==> src/rtl/simd_alu_pkg.sv <==
// Shared definitions for the pipelined SIMD three-operand adder.
//   MODE_*      : lane-split selector encodings carried on use_simd
//   lane_start  : 1 when segment idx is the lowest segment of a lane
//   lane_top    : 1 when segment idx is the highest segment of a lane
// The lane sizes are passed in so the helpers stay usable for any
// parametrisation of the top.
package simd_alu_pkg;

  localparam logic [1:0] MODE_FULL = 2'd0;  // one lane over the whole datapath
  localparam logic [1:0] MODE_M1   = 2'd1;  // lanes of LANE_M1 segments
  localparam logic [1:0] MODE_M2   = 2'd2;  // lanes of LANE_M2 segments
  localparam logic [1:0] MODE_SEG  = 2'd3;  // every segment is its own lane

  function automatic logic lane_start(input int idx, input logic [1:0] mode,
                                      input int num_seg, input int lane_m1,
                                      input int lane_m2);
    logic r;
    r = 1'b0;
    case (mode)
      MODE_FULL: r = ((idx % num_seg) == 0);
      MODE_M1:   r = ((idx % lane_m1) == 0);
      MODE_M2:   r = ((idx % lane_m2) == 0);
      MODE_SEG:  r = 1'b1;
      default:   r = 1'b1;
    endcase
    return r;
  endfunction

  // The top of a lane is the segment right below the next lane start,
  // or the last segment of the datapath.
  function automatic logic lane_top(input int idx, input logic [1:0] mode,
                                    input int num_seg, input int lane_m1,
                                    input int lane_m2);
    return (idx == num_seg - 1) ||
           lane_start(idx + 1, mode, num_seg, lane_m1, lane_m2);
  endfunction

endpackage

==> src/rtl/simd_alu_seg.sv <==
// One carry-save segment cell: {cout,sum} = a + b + c + cin.
//   a, b, c : SEG_W-bit operands
//   cin     : 2-bit carry-in (0..3)
//   sum     : SEG_W-bit segment sum
//   cout    : 2-bit carry-out; max total is 3*(2^SEG_W-1)+3 = 3*2^SEG_W,
//             so two carry bits are always enough.
module simd_alu_seg #(
  parameter int SEG_W = 4
) (
  input  logic [SEG_W-1:0] a,
  input  logic [SEG_W-1:0] b,
  input  logic [SEG_W-1:0] c,
  input  logic [1:0]       cin,
  output logic [SEG_W-1:0] sum,
  output logic [1:0]       cout
);

  logic [SEG_W+1:0] total;

  assign total = {2'b00, a} + {2'b00, b} + {2'b00, c} + {{SEG_W{1'b0}}, cin};
  assign {cout, sum} = total;

endmodule

==> src/rtl/simd_alu_acc_pipe.sv <==
// Pipelined SIMD three-operand adder with per-lane accumulation.
// Computes s = W + X + Y + cin over NUM_SEG segments, with the carry
// chain cut into lanes by use_simd. W is replaced by the previous result
// (acc_en) or zero (acc_clr). The adder always sits in the final stage;
// IN_REG adds an input register stage in front of it.
// Ports:
//   clk, reset        : clock, asynchronous active-high reset
//   use_simd[1:0]     : lane mode (see simd_alu_pkg MODE_*)
//   in_valid          : qualifies all other inputs
//   acc_en, acc_clr   : accumulate / clear feedback and sticky overflow
//   cin               : carry into segment 0, mode 0 only
//   w, x, y [DW-1:0]  : operands
//   s [DW-1:0]        : registered sum
//   cout_seg[2*NS-1:0]: registered 2-bit carry-out per segment
//   lane_ovf[NS-1:0]  : sticky overflow at each lane's top segment
//   out_valid         : outputs updated this cycle
module simd_alu_acc_pipe
  import simd_alu_pkg::*;
#(
  parameter int SEG_W   = 4,
  parameter int NUM_SEG = 12,
  parameter int LANE_M1 = 4,
  parameter int LANE_M2 = 2,
  parameter int IN_REG  = 1
) (
  input  logic                     clk,
  input  logic                     reset,
  input  logic [1:0]               use_simd,
  input  logic                     in_valid,
  input  logic                     acc_en,
  input  logic                     acc_clr,
  input  logic                     cin,
  input  logic [SEG_W*NUM_SEG-1:0] w,
  input  logic [SEG_W*NUM_SEG-1:0] x,
  input  logic [SEG_W*NUM_SEG-1:0] y,
  output logic [SEG_W*NUM_SEG-1:0] s,
  output logic [2*NUM_SEG-1:0]     cout_seg,
  output logic [NUM_SEG-1:0]       lane_ovf,
  output logic                     out_valid
);

  localparam int DW = SEG_W * NUM_SEG;

  logic          vld_p0;
  logic [1:0]    mode_p0;
  logic          en_p0;
  logic          clr_p0;
  logic          cin_p0;
  logic [DW-1:0] w_p0;
  logic [DW-1:0] x_p0;
  logic [DW-1:0] y_p0;

  // ---- stage p0: input capture (registered or pass-through) ----
  if (IN_REG != 0) begin : g_in_reg
    always_ff @(posedge clk or posedge reset) begin
      if (reset) begin
        vld_p0  <= 1'b0;
        mode_p0 <= MODE_FULL;
        en_p0   <= 1'b0;
        clr_p0  <= 1'b0;
        cin_p0  <= 1'b0;
        w_p0    <= '0;
        x_p0    <= '0;
        y_p0    <= '0;
      end else begin
        vld_p0 <= in_valid;
        // Data only moves with a valid sample; invalid cycles never reach the adder.
        if (in_valid) begin
          mode_p0 <= use_simd;
          en_p0   <= acc_en;
          clr_p0  <= acc_clr;
          cin_p0  <= cin;
          w_p0    <= w;
          x_p0    <= x;
          y_p0    <= y;
        end
      end
    end
  end else begin : g_in_comb
    assign vld_p0  = in_valid;
    assign mode_p0 = use_simd;
    assign en_p0   = acc_en;
    assign clr_p0  = acc_clr;
    assign cin_p0  = cin;
    assign w_p0    = w;
    assign x_p0    = x;
    assign y_p0    = y;
  end

  // ---- stage p1: accumulator feedback, segmented adder, output registers ----
  logic [DW-1:0]        op_w_p0;
  logic [DW-1:0]        sum_p0;
  logic [2*NUM_SEG-1:0] cout_p0;
  logic [NUM_SEG-1:0]   top_ovf_p0;

  // s already holds the previous accepted sample's result, so back-to-back
  // accumulation needs no forwarding path.
  assign op_w_p0 = clr_p0 ? '0 : (en_p0 ? s : w_p0);

  for (genvar i = 0; i < NUM_SEG; i++) begin : g_seg
    logic [1:0] cin2;
    logic [1:0] cout;
    logic       start;
    logic       top;

    assign start = lane_start(i, mode_p0, NUM_SEG, LANE_M1, LANE_M2);
    assign top   = lane_top(i, mode_p0, NUM_SEG, LANE_M1, LANE_M2);

    // Each segment keeps its own carry signals so the ripple chain is a
    // sequence of distinct nets rather than a self-referencing vector.
    if (i == 0) begin : g_first
      assign cin2 = (mode_p0 == MODE_FULL) ? {1'b0, cin_p0} : 2'b00;
    end else begin : g_rest
      assign cin2 = start ? 2'b00 : g_seg[i-1].cout;
    end

    simd_alu_seg #(.SEG_W(SEG_W)) u_seg (
      .a    (op_w_p0[i*SEG_W +: SEG_W]),
      .b    (x_p0[i*SEG_W +: SEG_W]),
      .c    (y_p0[i*SEG_W +: SEG_W]),
      .cin  (cin2),
      .sum  (sum_p0[i*SEG_W +: SEG_W]),
      .cout (cout)
    );

    assign cout_p0[2*i +: 2] = cout;
    assign top_ovf_p0[i]     = top && (cout != 2'b00);
  end

  always_ff @(posedge clk or posedge reset) begin
    if (reset) begin
      s         <= '0;
      cout_seg  <= '0;
      lane_ovf  <= '0;
      out_valid <= 1'b0;
    end else begin
      out_valid <= vld_p0;
      if (vld_p0) begin
        s        <= sum_p0;
        cout_seg <= cout_p0;
        // acc_clr wipes history first, then this sample's overflow is OR-ed in.
        lane_ovf <= (clr_p0 ? '0 : lane_ovf) | top_ovf_p0;
      end
    end
  end

endmodule

==> config.mk <==
export PLATFORM = sky130hd
export DESIGN_NAME = simd_alu_acc_pipe
export DESIGN_NICKNAME = d
export VERILOG_FILES = /design/src/rtl/simd_alu_pkg.sv /design/src/rtl/simd_alu_seg.sv /design/src/rtl/simd_alu_acc_pipe.sv
export SDC_FILE = /design/constraint.sdc
export NUM_CORES = 1
export LEC_CHECK = 0
export CORE_MARGIN = 2
export CORE_UTILIZATION = 30
export CTS_CLUSTER_DIAMETER = 40
export DETAILED_ROUTE_END_ITERATION = 10
export GPL_TIMING_DRIVEN = 0
export PLACE_DENSITY_LB_ADDON = 0.1
export SLEW_MARGIN = 10
export SYNTH_ARGS = -nofsm -noshare
export SYNTH_HDL_FRONTEND = slang
export SYNTH_SLANG_ARGS = --single-unit
==> constraint.sdc <==
create_clock -name clk -period 36.8 [get_ports clk]
set_input_delay 5.52 -clock clk [delete_from_list [all_inputs] [get_ports clk]]
set_output_delay 5.52 -clock clk [all_outputs]
set_load 0.03 [all_outputs]
==> flow_metrics.py <==
metrics = {
    "finish": {
        "synthToLayoutAreaGrowth_pct": 36.0,
        "layout.filler_cells": 4455,
        "design_area_um2": 18500,
        "drive_gt1_share_pct": 22.1,
        "final-instance-count-excl-fill": 2059,
        "n_antenna_cell": 0,
        "final_net_count": 1736,
        "multi_input_combinational_cell_area_um2": 7180,
        "mostFrequentLayoutCell": "sky130_fd_sc_hd__clkdlybuf4s50_1",
        "most-common-layout-cells": "sky130_fd_sc_hd__clkdlybuf4s50_1 (236), sky130_fd_sc_hd__dfrtp_1 (235), sky130_fd_sc_hd__mux2_2 (179), sky130_fd_sc_hd__ha_1 (117), sky130_fd_sc_hd__nor2_1 (85)",
        "sequential_cell_area_um2": 5880,
        "final_core_occ_pct": 41.1,
    },
    "yosys": {
        "yosys-top-cells-area": "sky130_fd_sc_hd__dfrtp_1 (43%), sky130_fd_sc_hd__mux2_2 (15%), sky130_fd_sc_hd__ha_1 (11%), sky130_fd_sc_hd__fa_1 (6.9%), sky130_fd_sc_hd__mux2i_1 (4.5%)",
        "synth-seq-area-share_pct": 43.2,
        "synth_largest_type_area_fraction_pct": 43.2,
        "synthCells": 1129,
        "synth_fa_ha_area_share_pct": 17.7,
        "mappedNetlistNets": 1445,
        "yosys.area_share.xor_xnor_pct": 3.02,
        "yosys-mux-area-fraction_pct": 19.3,
        "yosysWarningCount": 0,
        "dominant_combinational_cell_family_by_area_after_synthesis": "multiplexers",
        "prevailing_post_synth_register_cell": "sky130_fd_sc_hd__dfrtp_1",
        "synth-async-reset-ratio_pct": 100,
        "synth.avg_cell_area_um2": 12.1,
        "ys_types": 40,
        "synthSimpleGateAreaFrac_pct": 5.38,
        "synth_seq_cells": 235,
        "post_syn_area_um2": 13600,
        "synth_largest_area_cell": "sky130_fd_sc_hd__dfrtp_1",
        "synth_edf_count": 0,
        "synth_compound_gate_area_share_pct": 7.42,
    },
    "sta": {
        "worst_slew_margin_rel_pct": 28.5,
        "final.setup.worst_slack_ns": 15.19,
        "worst_clk_skew_ns": 0.0142,
        "unrepaired_setup_endpoints_after_global_routing": "false",
        "timing.final.crit_period_ns": 21.61,
        "final-max-slew-violation-count": 0,
        "layout_worst_path_cycle_share_pct": 58.7,
        "max_slew.worst_pin.slew_ns": 1.07,
        "maxClockFrequency_mhz": 46.3,
        "final_hold_viol_count": 0,
        "finalSetupTns_ns": 0,
        "finalSetupViolCount": 0,
        "holdWs_ns": 0.376,
    },
    "global_route": {
        "grt_util_met2_pct": 31.7,
        "grt_antenna_before_repair": 0,
        "grt_most_used_layer": "met2",
        "largest_net_degree_at_the_start_of_global_routing": 101,
        "grt_first_pass_wirelength_um": 66700,
        "grt.total_usage_pct": 19.5,
        "first_global_vias": 10300,
        "met1_usage_pct": 26.9,
        "global_route.overflow_total": 0,
        "groute.layer.met3.usage_pct": 3.12,
    },
    "floorplan": {
        "fp.dieArea_um2": 47100,
        "die_outline_width_um": 217,
        "die_height_um": 217,
        "start_util_pct": 30.2,
        "num_io_pins": 237,
        "coreArea_um2": 45100,
        "row_count": 78,
    },
    "run": {
        "maxCapViolations": 0,
    },
    "drt": {
        "routed_antenna_nets": 0,
        "wl_per_cell_um": 22.1,
        "drt_pre_antenna_iters": 4,
        "drt-initial-drc-count": 388,
        "detail_route.drc_violations": 0,
        "wl_um": 45400,
        "routed-via-count": 9594,
        "route.detailed.vias_per_inst": 4.66,
    },
    "run_status": {
        "status": "completed",
    },
    "pwr": {
        "power.density_cell_area_nw_per_um2": 82.2,
        "total_power_draw_mw": 1.52,
        "irDropWorstVdd_mv": 0.0347,
        "power_leakage_nw": 8.66,
    },
    "critical_path": {
        "worst_r2r_path_depth": 99,
        "worst_r2r_startpoint": "clr_p0$_DFFE_PP0P_",
        "r2r_slack_ns": 15.19,
        "regToRegEndpoint": "lane_ovf[11]$_DFFE_PP0P_",
        "worstSetupStartpointType": "flop",
        "critical_path_peak_fanout": 10,
        "cp_data_required_time_ns": 37.29,
        "crit_slowest_cell": "sky130_fd_sc_hd__clkbuf_1",
        "worst_path_most_repeated_cell": "sky130_fd_sc_hd__fa_1",
        "worst_ep_arrival_time_ns": 22.11,
        "end_kind": "flop",
        "criticalPathCategory": "flop to flop",
        "critical-path-max-stage-delay_ns": 0.76,
        "timing.critical_path.buf_inv": 23,
        "cell_type_group_with_the_largest_total_delay_on_the_critical_path": "adder cells",
    },
    "place": {
        "routabilityCongestion": 0.763,
        "place_hpwl_um": 32900,
        "pre_cts_slack_ns": 15.21,
        "placement.io_buffers": 236,
        "placedCellCount": 1967,
        "placedInstanceArea_um2": 16800,
    },
    "clock_tree": {
        "postCtsSetupRepairBufs": 0,
        "cts_sinks": 235,
        "cts-root-buf": "sky130_fd_sc_hd__clkbuf_16",
        "tritoncts.num_buffers": 51,
        "h_tree_levels": 2,
        "clock_tree_from_tritoncts": "done",
        "clk_transition_reported_paths_ns": 0.05,
        "cts-root-to-sink-buffers": 3,
        "clock_insertion_delay_worst_skew_ns": 0.57,
        "hold_buffers": 0,
        "post_cts_resize_count": 0,
    },
    "worst_hold_path": {
        "hold_depth": 0,
        "worst_hold_path.endpoint": "out_valid$_DFF_PP0_",
        "worst_hold_startpoint": "vld_p0$_DFF_PP0_",
        "hold_path.class": "flop to flop",
    },
}
==> report_power, final <==
| group | internal (mW) | switching [mW] | total, mW | leakage (nW) |
|---|---|---|---|---|
| combinational | 0.321 | 0.363 | 0.684 | 5.03 |
| sequential | 0.324 | 0.0521 | 0.376 | 2.77 |
| clock | 0.312 | 0.150 | 0.462 | 0.852 |
==> how the worst max path moves through the flow <==
stage | from | end | slack, ns | depth (start not counted)
floorplan | en_p0$_DFFE_PP0P_ | s[47]$_DFFE_PP0P_ | 18.36 | 98
global placement | clr_p0$_DFFE_PP0P_ | cout_seg[23]$_DFFE_PP0P_ | 15.35 | 99
detailed placement | clr_p0$_DFFE_PP0P_ | s[47]$_DFFE_PP0P_ | 15.21 | 97
CTS | clr_p0$_DFFE_PP0P_ | lane_ovf[11]$_DFFE_PP0P_ | 15.05 | 99
global route | clr_p0$_DFFE_PP0P_ | cout_seg[23]$_DFFE_PP0P_ | 13.79 | 99
finish | clr_p0$_DFFE_PP0P_ | lane_ovf[11]$_DFFE_PP0P_ | 15.19 | 99
==> cells in the mapped netlist, drive strengths merged, types with 26 or more instances <==
library cell,n
a21o,51
mux2,179
nor2,85
xnor2,34
mux2i,61
nand2,26
fa,47
buf,38
dfrtp,235
o21ai,28
a21oi,45
ha,117
inv,82
==> cell families (layout without fill, tap and decap cells) <==
kind of cell	count (synthesis)	count (layout)
compound gates	153	153
mux	240	240
fa+ha+maj	164	164
xor+xnor	47	47
flops	235	235
simple gates	162	162
buf+inv	128	458
==> registers in the layout, summed over array words and instances (netlist names) <==
signal	count
en_p0	1
mode_p0	2
lane_ovf	12
x_p0	48
out_valid	1
cin_p0	1
s	48
cout_seg	24
clr_p0	1
y_p0	48
vld_p0	1
w_p0	48
==> routing by layer <==
layer	vias up	part of all wire, %
met5	-	0
met4	0	1.9
met3	53	4.1
met2	209	47
met1	4858	47
li1	4474	-
==> worst reg2reg max path: cells and delay by family (launching register included) <==
kind	cells	cell delay, ns
adders and majority gates	35	11.96
AOI/OAI and AO/OA	26	5.04
buffers and inverters	23	2.24
and+or+nand+nor	14	1.87
DFF	1	0.33
xor gates and xnor gates	1	0.12
==> cell type report <==
cell class,count,area share (%)
Buffer,46,1.30
Inverter,82,1.70
Multi-Input combinational cell,766,38.8
Tap cell,600,4.05
Clock buffer,69,7.97
Sequential cell,235,31.8
Timing Repair Buffer,238,13.1
Clock inverter,23,1.37
(Power assumes the default switching activity.)
